===== config.mk =====
export PLATFORM = sky130hd
export DESIGN_NAME = key_led_sequencer_flat
export DESIGN_NICKNAME = d
export VERILOG_FILES = /design/src/rtl/key_led_sequencer_if.sv /design/src/rtl/key_led_sequencer.sv /design/src/flat_wrapper.sv
export SDC_FILE = /design/constraint.sdc
export NUM_CORES = 1
export LEC_CHECK = 0
export CORE_MARGIN = 1.5
export CORE_UTILIZATION = 45
export DETAILED_ROUTE_END_ITERATION = 16
export HOLD_SLACK_MARGIN = 0.03
export PLACE_DENSITY = 0.61
export SETUP_SLACK_MARGIN = 0.05
export SYNTH_ARGS = -nofsm -noshare
export SYNTH_HDL_FRONTEND = slang
export SYNTH_SLANG_ARGS = --single-unit

===== constraint.sdc =====
create_clock -name clk_50m -period 1.8 [get_ports clk_50m]
set_clock_uncertainty 0.2 [all_clocks]
set_input_delay 0.54 -clock clk_50m [delete_from_list [all_inputs] [get_ports clk_50m]]
set_output_delay 0.54 -clock clk_50m [all_outputs]
set_load 0.005 [all_outputs]

===== src/rtl/key_led_sequencer_if.sv =====
// Front-panel pin bundle between the raw keys, the LED drivers and the sequencer.
// The slave side is the sequencer; the master side drives the keys and observes the LEDs.
interface key_led_sequencer_if #(
  parameter int NUM_LED = 4
) ();
  logic [1:0]         key;
  logic [NUM_LED-1:0] usr_led;
  logic [1:0]         led_mode;
  logic               mode_change;

  modport master (
    output key,
    input  usr_led,
    input  led_mode,
    input  mode_change
  );

  modport slave (
    input  key,
    output usr_led,
    output led_mode,
    output mode_change
  );
endinterface


===== src/rtl/key_led_sequencer.sv =====
// Front-panel controller: synchronises and debounces two keys into one-cycle
// press events, and steps a four-mode LED pattern at a programmable tick rate.
//
// state       | meaning
// ------------+------------------------------------------------
// MODE_BLINK  | all LEDs toggle together on every tick
// MODE_LEFT   | single lit LED rotates toward the MSB, wrapping
// MODE_RIGHT  | single lit LED rotates toward bit 0, wrapping
// MODE_COUNT  | LEDs show a free-running binary up-counter
module key_led_sequencer #(
  parameter int DEBOUNCE_W = 14,
  parameter int TICK_DIV   = 12_500_000,
  parameter int NUM_LED    = 4
) (
  input logic                clk_50m,
  input logic                rst,
  key_led_sequencer_if.slave bus
);
  localparam int PRESC_W = $clog2(TICK_DIV);

  localparam logic [DEBOUNCE_W-1:0] CNT_MAX = '1;
  localparam logic [DEBOUNCE_W-1:0] CNT_PRE = {{(DEBOUNCE_W-1){1'b1}}, 1'b0};
  localparam logic [DEBOUNCE_W-1:0] CNT_ONE = {{(DEBOUNCE_W-1){1'b0}}, 1'b1};

  localparam logic [PRESC_W-1:0] PRESC_LAST = PRESC_W'(TICK_DIV - 1);
  localparam logic [PRESC_W-1:0] PRESC_ONE  = {{(PRESC_W-1){1'b0}}, 1'b1};

  localparam logic [NUM_LED-1:0] LED_LSB = {{(NUM_LED-1){1'b0}}, 1'b1};
  localparam logic [NUM_LED-1:0] LED_MSB = {1'b1, {(NUM_LED-1){1'b0}}};

  typedef enum logic [1:0] {
    MODE_BLINK = 2'd0,
    MODE_LEFT  = 2'd1,
    MODE_RIGHT = 2'd2,
    MODE_COUNT = 2'd3
  } mode_t;

  logic [1:0]            key_m;
  logic [1:0]            key_s;
  logic [DEBOUNCE_W-1:0] cnt [2];
  logic [1:0]            press;

  mode_t                 mode;
  mode_t                 mode_next;
  logic [NUM_LED-1:0]    usr_led;
  logic                  mode_change;
  logic [PRESC_W-1:0]    presc;
  logic                  tick;

  function automatic logic [NUM_LED-1:0] seed_of(input mode_t m);
    case (m)
      MODE_LEFT:  seed_of = LED_LSB;
      MODE_RIGHT: seed_of = LED_MSB;
      default:    seed_of = '0;
    endcase
  endfunction

  function automatic logic [NUM_LED-1:0] step_of(input mode_t m,
                                                 input logic [NUM_LED-1:0] led);
    case (m)
      MODE_BLINK: step_of = ~led;
      MODE_LEFT:  step_of = {led[NUM_LED-2:0], led[NUM_LED-1]};
      MODE_RIGHT: step_of = {led[0], led[NUM_LED-1:1]};
      default:    step_of = led + LED_LSB;
    endcase
  endfunction

  // Two-flop synchroniser; nothing else touches the raw pins.
  always_ff @(posedge clk_50m) begin
    if (rst) begin
      key_m <= '0;
      key_s <= '0;
    end else begin
      key_m <= bus.key;
      key_s <= key_m;
    end
  end

  // Saturating stable-high counter per key; the press fires only on the
  // M-1 -> M transition, so a held key yields exactly one event.
  for (genvar i = 0; i < 2; i++) begin : g_debounce
    always_ff @(posedge clk_50m) begin
      if (rst) begin
        cnt[i]   <= '0;
        press[i] <= 1'b0;
      end else if (!key_s[i]) begin
        cnt[i]   <= '0;
        press[i] <= 1'b0;
      end else if (cnt[i] == CNT_PRE) begin
        cnt[i]   <= CNT_MAX;
        press[i] <= 1'b1;
      end else if (cnt[i] != CNT_MAX) begin
        cnt[i]   <= cnt[i] + CNT_ONE;
        press[i] <= 1'b0;
      end else begin
        press[i] <= 1'b0;
      end
    end
  end

  // Key 0 steps forward and takes priority when both fire together.
  assign mode_next = press[0] ? mode_t'(mode + 2'd1) : mode_t'(mode - 2'd1);
  assign tick      = (presc == PRESC_LAST);

  // A mode update reloads the seed and restarts the prescaler, which also
  // swallows any tick landing on the same edge.
  always_ff @(posedge clk_50m) begin
    if (rst) begin
      mode        <= MODE_BLINK;
      usr_led     <= '0;
      mode_change <= 1'b0;
      presc       <= '0;
    end else begin
      mode_change <= 1'b0;
      if (press[0] || press[1]) begin
        mode        <= mode_next;
        usr_led     <= seed_of(mode_next);
        mode_change <= 1'b1;
        presc       <= '0;
      end else if (tick) begin
        usr_led <= step_of(mode, usr_led);
        presc   <= '0;
      end else begin
        presc <= presc + PRESC_ONE;
      end
    end
  end

  assign bus.usr_led     = usr_led;
  assign bus.led_mode    = mode;
  assign bus.mode_change = mode_change;

endmodule

===== src/flat_wrapper.sv =====
// flat-port wrapper written by rule: the top's interface ports become plain ports
module key_led_sequencer_flat 
#(
  parameter int DEBOUNCE_W = 14,
  parameter int TICK_DIV   = 12_500_000,
  parameter int NUM_LED    = 4
)
  (clk_50m, rst, bus_key, bus_usr_led, bus_led_mode, bus_mode_change);
  key_led_sequencer_if #(.NUM_LED(NUM_LED)) bus_i ();
  input logic clk_50m;
  input logic rst;
  input wire logic [$bits(bus_i.key)-1:0] bus_key;
  output wire logic [$bits(bus_i.usr_led)-1:0] bus_usr_led;
  output wire logic [$bits(bus_i.led_mode)-1:0] bus_led_mode;
  output wire logic [$bits(bus_i.mode_change)-1:0] bus_mode_change;
  assign bus_i.key = bus_key;
  assign bus_usr_led = bus_i.usr_led;
  assign bus_led_mode = bus_i.led_mode;
  assign bus_mode_change = bus_i.mode_change;
  key_led_sequencer #(.DEBOUNCE_W(DEBOUNCE_W), .TICK_DIV(TICK_DIV), .NUM_LED(NUM_LED)) u_core (.clk_50m(clk_50m), .rst(rst), .bus(bus_i));
endmodule

# Yosys cells after proc, flatten, opt, wreduce, memory -nomap -nowiden

Memory sizes are Yosys's and may differ from the RTL's.
Index checks and enable logic that the tools add are counted.
Widths: inputs -> output; s select.

Flip-flop bits (word level): 37
RAM bits: 28
Input bits: 4
Output and inout port bits: 7
Logic and storage cells: 73
Memories kept: 1

Memory list:

| memory     | depth | width | rd ports | clocked after Yosys merged registers in | wr ports | RTL line                | text |
|---|---|---|---|---|---|---|---|
| u_core.cnt | 2     | 14    | 2        | 0                                       | 2        | key_led_sequencer.sv:40 | `logic [DEBOUNCE_W-1:0] cnt [2];` |

$add $sub $neg: 6
Equal/unequal tests: 9
Multiplexer cells: 38
Bitwise gates (word level): 7
Reduce and logical (&&, ||, !) cells: 4

Operators with widths:

| cell                  | count |
|---|---|
| $mux 14               | 6 |
| $add 14x1->14 const B | 2 |
| $eq 14x14->1 const B  | 2 |
| $ne 14x14->1 const B  | 2 |
| $mux 1                | 27 |
| $add 24x1->24 const B | 1 |
| $eq 24x24->1 const B  | 1 |
| $pmux 4 s3            | 1 |
| $mux 4                | 2 |
| $pmux 4 s2            | 1 |
| $or 1x1->1            | 6 |
| $add 4x1->4 const B   | 1 |
| $eq 2x1->1 const B    | 2 |
| $eq 2x2->1 const B    | 2 |
| $not 4->4             | 1 |
| $reduce_or 3->1       | 1 |
| $add 2x1->2 const B   | 1 |
| $logic_not 2->1       | 1 |
| $mux 2                | 1 |
| $reduce_bool 2->1     | 1 |
| $sub 2x1->2 const B   | 1 |
| $logic_or 1x1->1      | 1 |

# Longest topological paths before layout

Gate-level depths: netlist of run 1.

Depth in word-level cells: 7
Depth in mapped cells: 7
Gate-level depth less buffers: 6

# Worst setup path before layout of run 1

OpenSTA, ideal clock, no wires.

Path kind: register -> register
From: memory u_core.cnt[1][7]
To: memory u_core.cnt[1][0] (enable)
Setup time: 336 ps
Arrival: 1511 ps
Required time: 1264 ps
Slack: -247 ps
Stages on the path, launching flop included: 5
Path buffers: 0
Clock period less this slack: 2047 ps
Path through: edfxtp_1 nand4_1 nor2_1 nand2_1 or4_1

RTL lines:

| element     | RTL line |
|---|---|
| from (decl) | key_led_sequencer.sv:40 |

==> qor.csv, run 1 <==
metric,value,unit
synth-seq-cells,65,
total_leakage_power,2.09,nW
antennaDiodeCount,0,
drt_iter0_markers,110,
critPathBufInv,3,
power_density,541,mW/mm^2
crit_family,buffers and inverters,
first_pass_iters,4,
start_util,47.1,%
clock_sinks,65,
dpl.hpwl,5470,microns
wl_per_cell,15.1,microns
io_pins,11,
syn_inst,360,
status,"complete, but fails checks",
grt_pass1_vias,3083,
grt_pass1_wl,13900,microns
postCtsHoldBufs,0,
period_needed,1.87,ns
drive_above_1_share,45.3,%
synth_cell_types,53,
final_antenna_net_count,0,
rsz0062_at_grt,yes,
die_area,0.00820,sq mm
cp_max_fo,6,
viasPerCell,5.44,
clockBufferDepth,2,
drv_cap,0,
num_rows,31,
fin_crit_sh,104,%
drv_slew,0,
path_cells,nand4_1 > buf_4 > nor4_4 > buf_4 > buf_4 > a21o_4 > o21ai_2,
place_congestion,0.817,
syn_area,0.00345,sq mm
worstSetupEndpointType,flop,
crit_top_cell,buf_4,
ff2ff_setup_slack,-0.07,ns
syn_avg_cell_area,9.59,sq um
synth_edf_count,28,
worstSetupPathType,flop to flop,
hold_viol_final,0,
start_kind,flop,
io_buffers,10,
insertion_delay,0.34,ns
slowest_delay,0.37,ns
yosys_warnings,0,
via_count,3223,
ys.flop_type,dfxtp_1,
fin_nets,503,
antenna_found_initial,0,
core,0.00733,sq mm
fp.dieW,90.6,microns
drt_wl_total,8960,microns
numCtsBuffers,9,
clk_pin_slew,0.07,ns
violations,setup timing,
ys_async_sr_fraction,0,%
cts_tree,done,
nFillCells,530,
hold_path_class,flop to flop,
tns,-2.15,ns
max_slew_margin,68.3,%
setup_viol,44,
cts_max_level,3,
postLayoutCoreUtil,71.4,%
yosysSeqAreaShare,45.8,%
max_freq,535,MHz
grt.total_usage,21.2,%
worstPathRequired,1.68,ns
grt_start_max_net_pins,15,
die_h,90.6,microns
irDropWorstVdd,0.339,mV
grt_overflow,0,
synth_nets,374,
setup_ws,-0.0707,ns
area_growth_syn_to_layout,51.6,%
crit_slowest_cell,edfxtp_1,
clock-root-buffer,clkbuf_8,
cp_data_arrival_time,1.75,ns
tightest_slew,0.474,ns
drc,0,
[placed cells by master (no fill, tap or decap), types with 4 or more instances in the layout]
master	instances
nor3_1	8
xor2_1	15
or4_1	4
clkbuf_8	9
nor2_1	16
nand2b_1	5
ha_2	4
nand3_1	20
buf_6	18
o21ai_0	11
dlygate4sd2_1	8
nor4_1	4
edfxtp_1	28
dfxtp_2	7
o31ai_1	6
inv_1	11
buf_4	95
nand4_1	13
dfxtp_1	29
nor2_2	7
or4_4	5
xnor2_1	22
o21ai_1	10
nand2_1	17
a21oi_2	10
nor4_4	4
a21oi_1	6
o21ai_2	10
nor2b_1	5
[routing by layer]
metal | global-route usage (%) | vias up | part of all wire (%)
met1 | 28.4 | 1547 | 47
met3 | 4.88 | 17 | 2.9
met4 | 8.47 | 0 | 2.1
li1 | - | 1601 | -
met2 | 33.2 | 58 | 48
met5 | 0 | - | 0
[layout make-up]
class	count	area, sq um	share of cell area, %
multi-input cells	274	2220	42.4
flip-flops and latches	65	1590	30.5
repair buffers	126	1070	20.4
clock buffers	12	135	2.58
well taps	99	124	2.37
inverters	13	48.8	0.933
clock inverters	4	45.0	0.861
[sequential cells by signal (all words and copies together), names as in the netlist]
register / flops
u_core.bus.led_mode: 2
u_core.bus.mode_change: 1
u_core.bus.usr_led: 4
u_core.cnt: 28
u_core.key_m: 2
u_core.key_s: 2
u_core.presc: 24
u_core.press: 2
[cell usage after synthesis (5+ instances only)]
cell type,count,area (sq um)
xor2_1,16,140
nor2_1,26,97.6
and3_1,5,31.3
dfxtp_1,37,741
o31ai_1,7,52.6
a21oi_1,16,80.1
nand2_1,21,78.8
edfxtp_1,28,841
and4_1,5,43.8
xnor2_1,23,201
nor3_1,10,50.1
or4_1,7,52.6
nand2b_1,5,31.3
nand4_1,13,81.3
nor4_1,8,50.1
ha_1,10,125
inv_1,13,48.8
nand3_1,22,110
o21ai_0,30,150
nor2b_1,6,37.5
[report_power, final]
part | total, mW | internal (mW) | switching (mW)
Clock | 1.17 | 0.635 | 0.539
Sequential | 1.54 | 1.53 | 0.00627
Combinational | 0.115 | 0.0602 | 0.0550
Total | 2.83 | 2.23 | 0.600
[cell families after synthesis]
kind of cell | share of synthesized area [%]
buffers and inverters | 3.08
AO/OA/AOI/OAI | 13.1
AND/OR/NAND/NOR | 24.5
XOR/XNOR | 9.90
flip-flops | 45.8
adder cells (fa/ha/maj) | 3.63
[through the flow]
stage / instance area, sq um / std cells / hold WS, ns / setup WS, ns / power [mW]
after floorplan: 3510 / 360 / 0.214 / 0.0119 / 1.61
after global placement: 4380 / 550 / 0.229 / -0.509 / 1.66
after detailed placement: 4380 / 550 / 0.231 / -0.545 / 1.66
after CTS: 4840 / 582 / 0.255 / -0.0642 / 2.84
after global routing: 5230 / 593 / 0.261 / -0.152 / 2.94
final: 5230 / 593 / 0.254 / -0.0707 / 2.83
[worst paths after layout]
path                             to             start  depth (start not counted)
hold reg to reg     u_core.key_s[0]   u_core.key_m[0]                          1
setup reg to reg  u_core.cnt[0][11]  u_core.cnt[0][5]                          7
setup / recovery  u_core.cnt[0][11]  u_core.cnt[0][5]                          7
hold / removal      u_core.key_s[0]   u_core.key_m[0]                          1
[what timing repair did]
item / in CTS / in global routing
endpoints found under the setup margin: 89 / 85
cloned: 2 / 2
buffers inserted: 14 / 10
gates resized for setup: 53 / 91
pin swaps: 29 / 42
Note: power is estimated with default switching activity, not from simulation.
==> run 2: changes to the inputs <==
--- a/config.mk
+++ b/config.mk
@@ -11,6 +11,7 @@
 export HOLD_SLACK_MARGIN = 0.03
 export PLACE_DENSITY = 0.61
 export SETUP_SLACK_MARGIN = 0.05
+export SLEW_MARGIN = 20
 export SYNTH_ARGS = -nofsm -noshare
 export SYNTH_HDL_FRONTEND = slang
 export SYNTH_SLANG_ARGS = --single-unit
==> results of run 2 <==
Same layout as run 1: the final DEF is identical, and so are final timing and power.
==> run 3: changes to the inputs <==
--- a/config.mk
+++ b/config.mk
@@ -6,10 +6,9 @@
 export NUM_CORES = 1
 export LEC_CHECK = 0
 export CORE_MARGIN = 1.5
-export CORE_UTILIZATION = 45
+export CORE_UTILIZATION = 55
 export DETAILED_ROUTE_END_ITERATION = 16
-export HOLD_SLACK_MARGIN = 0.03
-export PLACE_DENSITY = 0.61
+export PLACE_DENSITY = 0.72
 export SETUP_SLACK_MARGIN = 0.05
 export SLEW_MARGIN = 20
 export SYNTH_ARGS = -nofsm -noshare
==> run 3 against run 2 <==
The run still ends with setup timing left. Hold slack worse by 0.019 ns. Die area is 18% lower. Cell count is 0.34% lower. Count of clock-buffer cells in the layout stayed put. Critical path depth stayed put. Sequential power hardly changed. Wire length is 53% higher. Sequential cell count stayed put. Global-route usage is 11 points higher. Utilization is 21 points higher. Total power is 4.0% higher. Cell area is 5.4% higher. Critical endpoint is now u_core.cnt[0][5]. Largest cell class unchanged.
==> qor.csv, run 3 (synthesis gave the netlist of run 1 again) <==
metric,value,unit,change
drive_above_1_share,52.7,%,was 45.3%
antenna_found_initial,0,,unchanged
area_growth_syn_to_layout,59.8,%,was 51.6%
final_common_cell,buf_4,,unchanged
cp_max_fo,6,,unchanged
max_flop_register,u_core.cnt,,unchanged
viasPerCell,6.62,,was 5.44
fp.dieW,82.2,microns,was 90.6 microns
grt_start_max_net_pins,11,,was 15
io_buffers,10,,unchanged
violations,setup timing,,unchanged
grt_pass1_wl,16300,microns,was 13900 microns
postCtsHoldBufs,0,,unchanged
post_dp_cell_area,0.00439,sq mm,was 0.00438 sq mm
start_kind,flop,,unchanged
status,"complete, but fails checks",,unchanged
grt_pass1_vias,3524,,was 3083
stdcell_count,591,,was 593
dpl.hpwl,5810,microns,was 5470 microns
start_util,57.6,%,was 47.1%
drc,0,,unchanged
first_pass_iters,5,,was 4
ff2ff_setup_slack,-0.30,ns,was -0.07 ns
max_slew_margin,66.4,%,was 68.3%
drv_slew,0,,unchanged
hold_depth,1,,unchanged
fin_nets,525,,was 503
irDropWorstVdd,0.550,mV,was 0.339 mV
max_freq,477,MHz,was 535 MHz
io_pins,11,,unchanged
clock-root-buffer,clkbuf_8,,unchanged
whs,0.235,ns,was 0.254 ns
core,0.00599,sq mm,was 0.00733 sq mm
grt.total_usage,32.0,%,was 21.2%
power_density,534,mW/mm^2,was 541 mW/mm^2
worstPathRequired,1.80,ns,was 1.68 ns
postLayoutCoreUtil,92.0,%,was 71.4%
setup_ws,-0.298,ns,was -0.0707 ns
pre_cts_ws,-0.523,ns,was -0.545 ns
hold_viol_final,0,,unchanged
final_cell_mix,"buf_4, edfxtp_1, xnor2_1, o21ai_2, dfxtp_1",,"was buf_4, dfxtp_1, edfxtp_1"
grt_overflow,0,,unchanged
hold_path_class,flop to flop,,unchanged
reg.largest.list,"u_core.cnt x28, u_core.presc x24, u_core.bus.usr_led x4",,unchanged
wl_per_cell,23.2,microns,was 15.1 microns
tightest_slew,0.500,ns,was 0.474 ns
die_area,0.00676,sq mm,was 0.00820 sq mm
num_rows,28,,was 31
cp_data_arrival_time,2.10,ns,was 1.75 ns
place_congestion,0.825,,was 0.817
numCtsBuffers,9,,unchanged
final_antenna_net_count,0,,unchanged
cts_max_level,3,,unchanged
fin_crit_sh,117,%,was 104%
nFillCells,212,,was 530
placed_cells,533,,was 550
clock_sinks,65,,unchanged
rsz0062_at_grt,yes,,unchanged
cts_tree,done,,unchanged
die_h,82.2,microns,was 90.6 microns
stdcell_area,0.00551,sq mm,was 0.00523 sq mm
worstSetupEndpointType,flop,,unchanged
drt_wl_total,13700,microns,was 8960 microns
r2r_cells,7,,unchanged
drt_iter0_markers,393,,was 110
largest_register_ff_count,28,,unchanged
clk_pin_slew,0.08,ns,was 0.07 ns
via_count,3911,,was 3223
antennaDiodeCount,0,,unchanged
setup_viol,81,,was 44
clockBufferDepth,2,,unchanged
period_needed,2.10,ns,was 1.87 ns
worstSetupPathType,flop to flop,,unchanged
drv_cap,0,,unchanged
total_leakage_power,2.21,nW,was 2.09 nW
insertion_delay,0.36,ns,was 0.34 ns
[run 3: critical path, stage by stage (launching register included)]
cell and delay [ns]:
edfxtp_1 0.40, nand4_1 0.18, buf_4 0.20, nor4_4 0.33, buf_4 0.16, nand4b_1 0.17
buf_6 0.20, o21ai_1 0.09
[run 3: cell type report]
| class | count | area, sq um | share of cell area, % |
|---|---|---|---|
| multi-input combinational | 274 | 2350 | 42.7 |
| sequential | 65 | 1600 | 29.1 |
| timing repair buffer | 148 | 1240 | 22.4 |
| clock buffer | 12 | 135 | 2.45 |
| tap | 75 | 93.8 | 1.70 |
| inverter | 13 | 48.8 | 0.885 |
| clock inverter | 4 | 43.8 | 0.794 |
[run 3: stage by stage]
step                setup TNS, ns  power, mW
floorplan                       0       1.61
CTS                        -0.465       2.85
global route               -14.96       3.01
detailed placement         -32.20       1.66
finish                     -12.05       2.94
global placement           -30.46       1.66
[run 3: path summary, 6_finish.rpt]
| check | end | from |
|---|---|---|
| worst max register to register | u_core.cnt[0][5] | u_core.cnt[0][4] |
| worst min register to register | u_core.key_s[0] | u_core.key_m[0] |
| worst max-delay path | u_core.cnt[0][5] | u_core.cnt[0][4] |
| worst min-delay path | u_core.key_s[0] | u_core.key_m[0] |
[run 3: timing repair]
| item | in CTS | in global routing |
|---|---|---|
| gates cloned | 4 | 1 |
| pin swaps | 36 | 41 |
| setup buffers | 24 | 14 |
| gates resized for setup | 100 | 89 |
| endpoints found under the setup margin | 91 | 85 |
[run 3: per-layer routing]
metal,track usage (%),vias to the layer above,share of wire [%]
li1,-,1645,-
met1,35.6,1864,37
met2,58.1,304,49
met3,4.62,98,7.8
met4,17.6,0,6.2
met5,0,-,0
[run 3: power breakdown]
group | switching [mW] | internal (mW)
sequential | 0.00937 | 1.53
clock | 0.623 | 0.634
combinational | 0.0705 | 0.0738
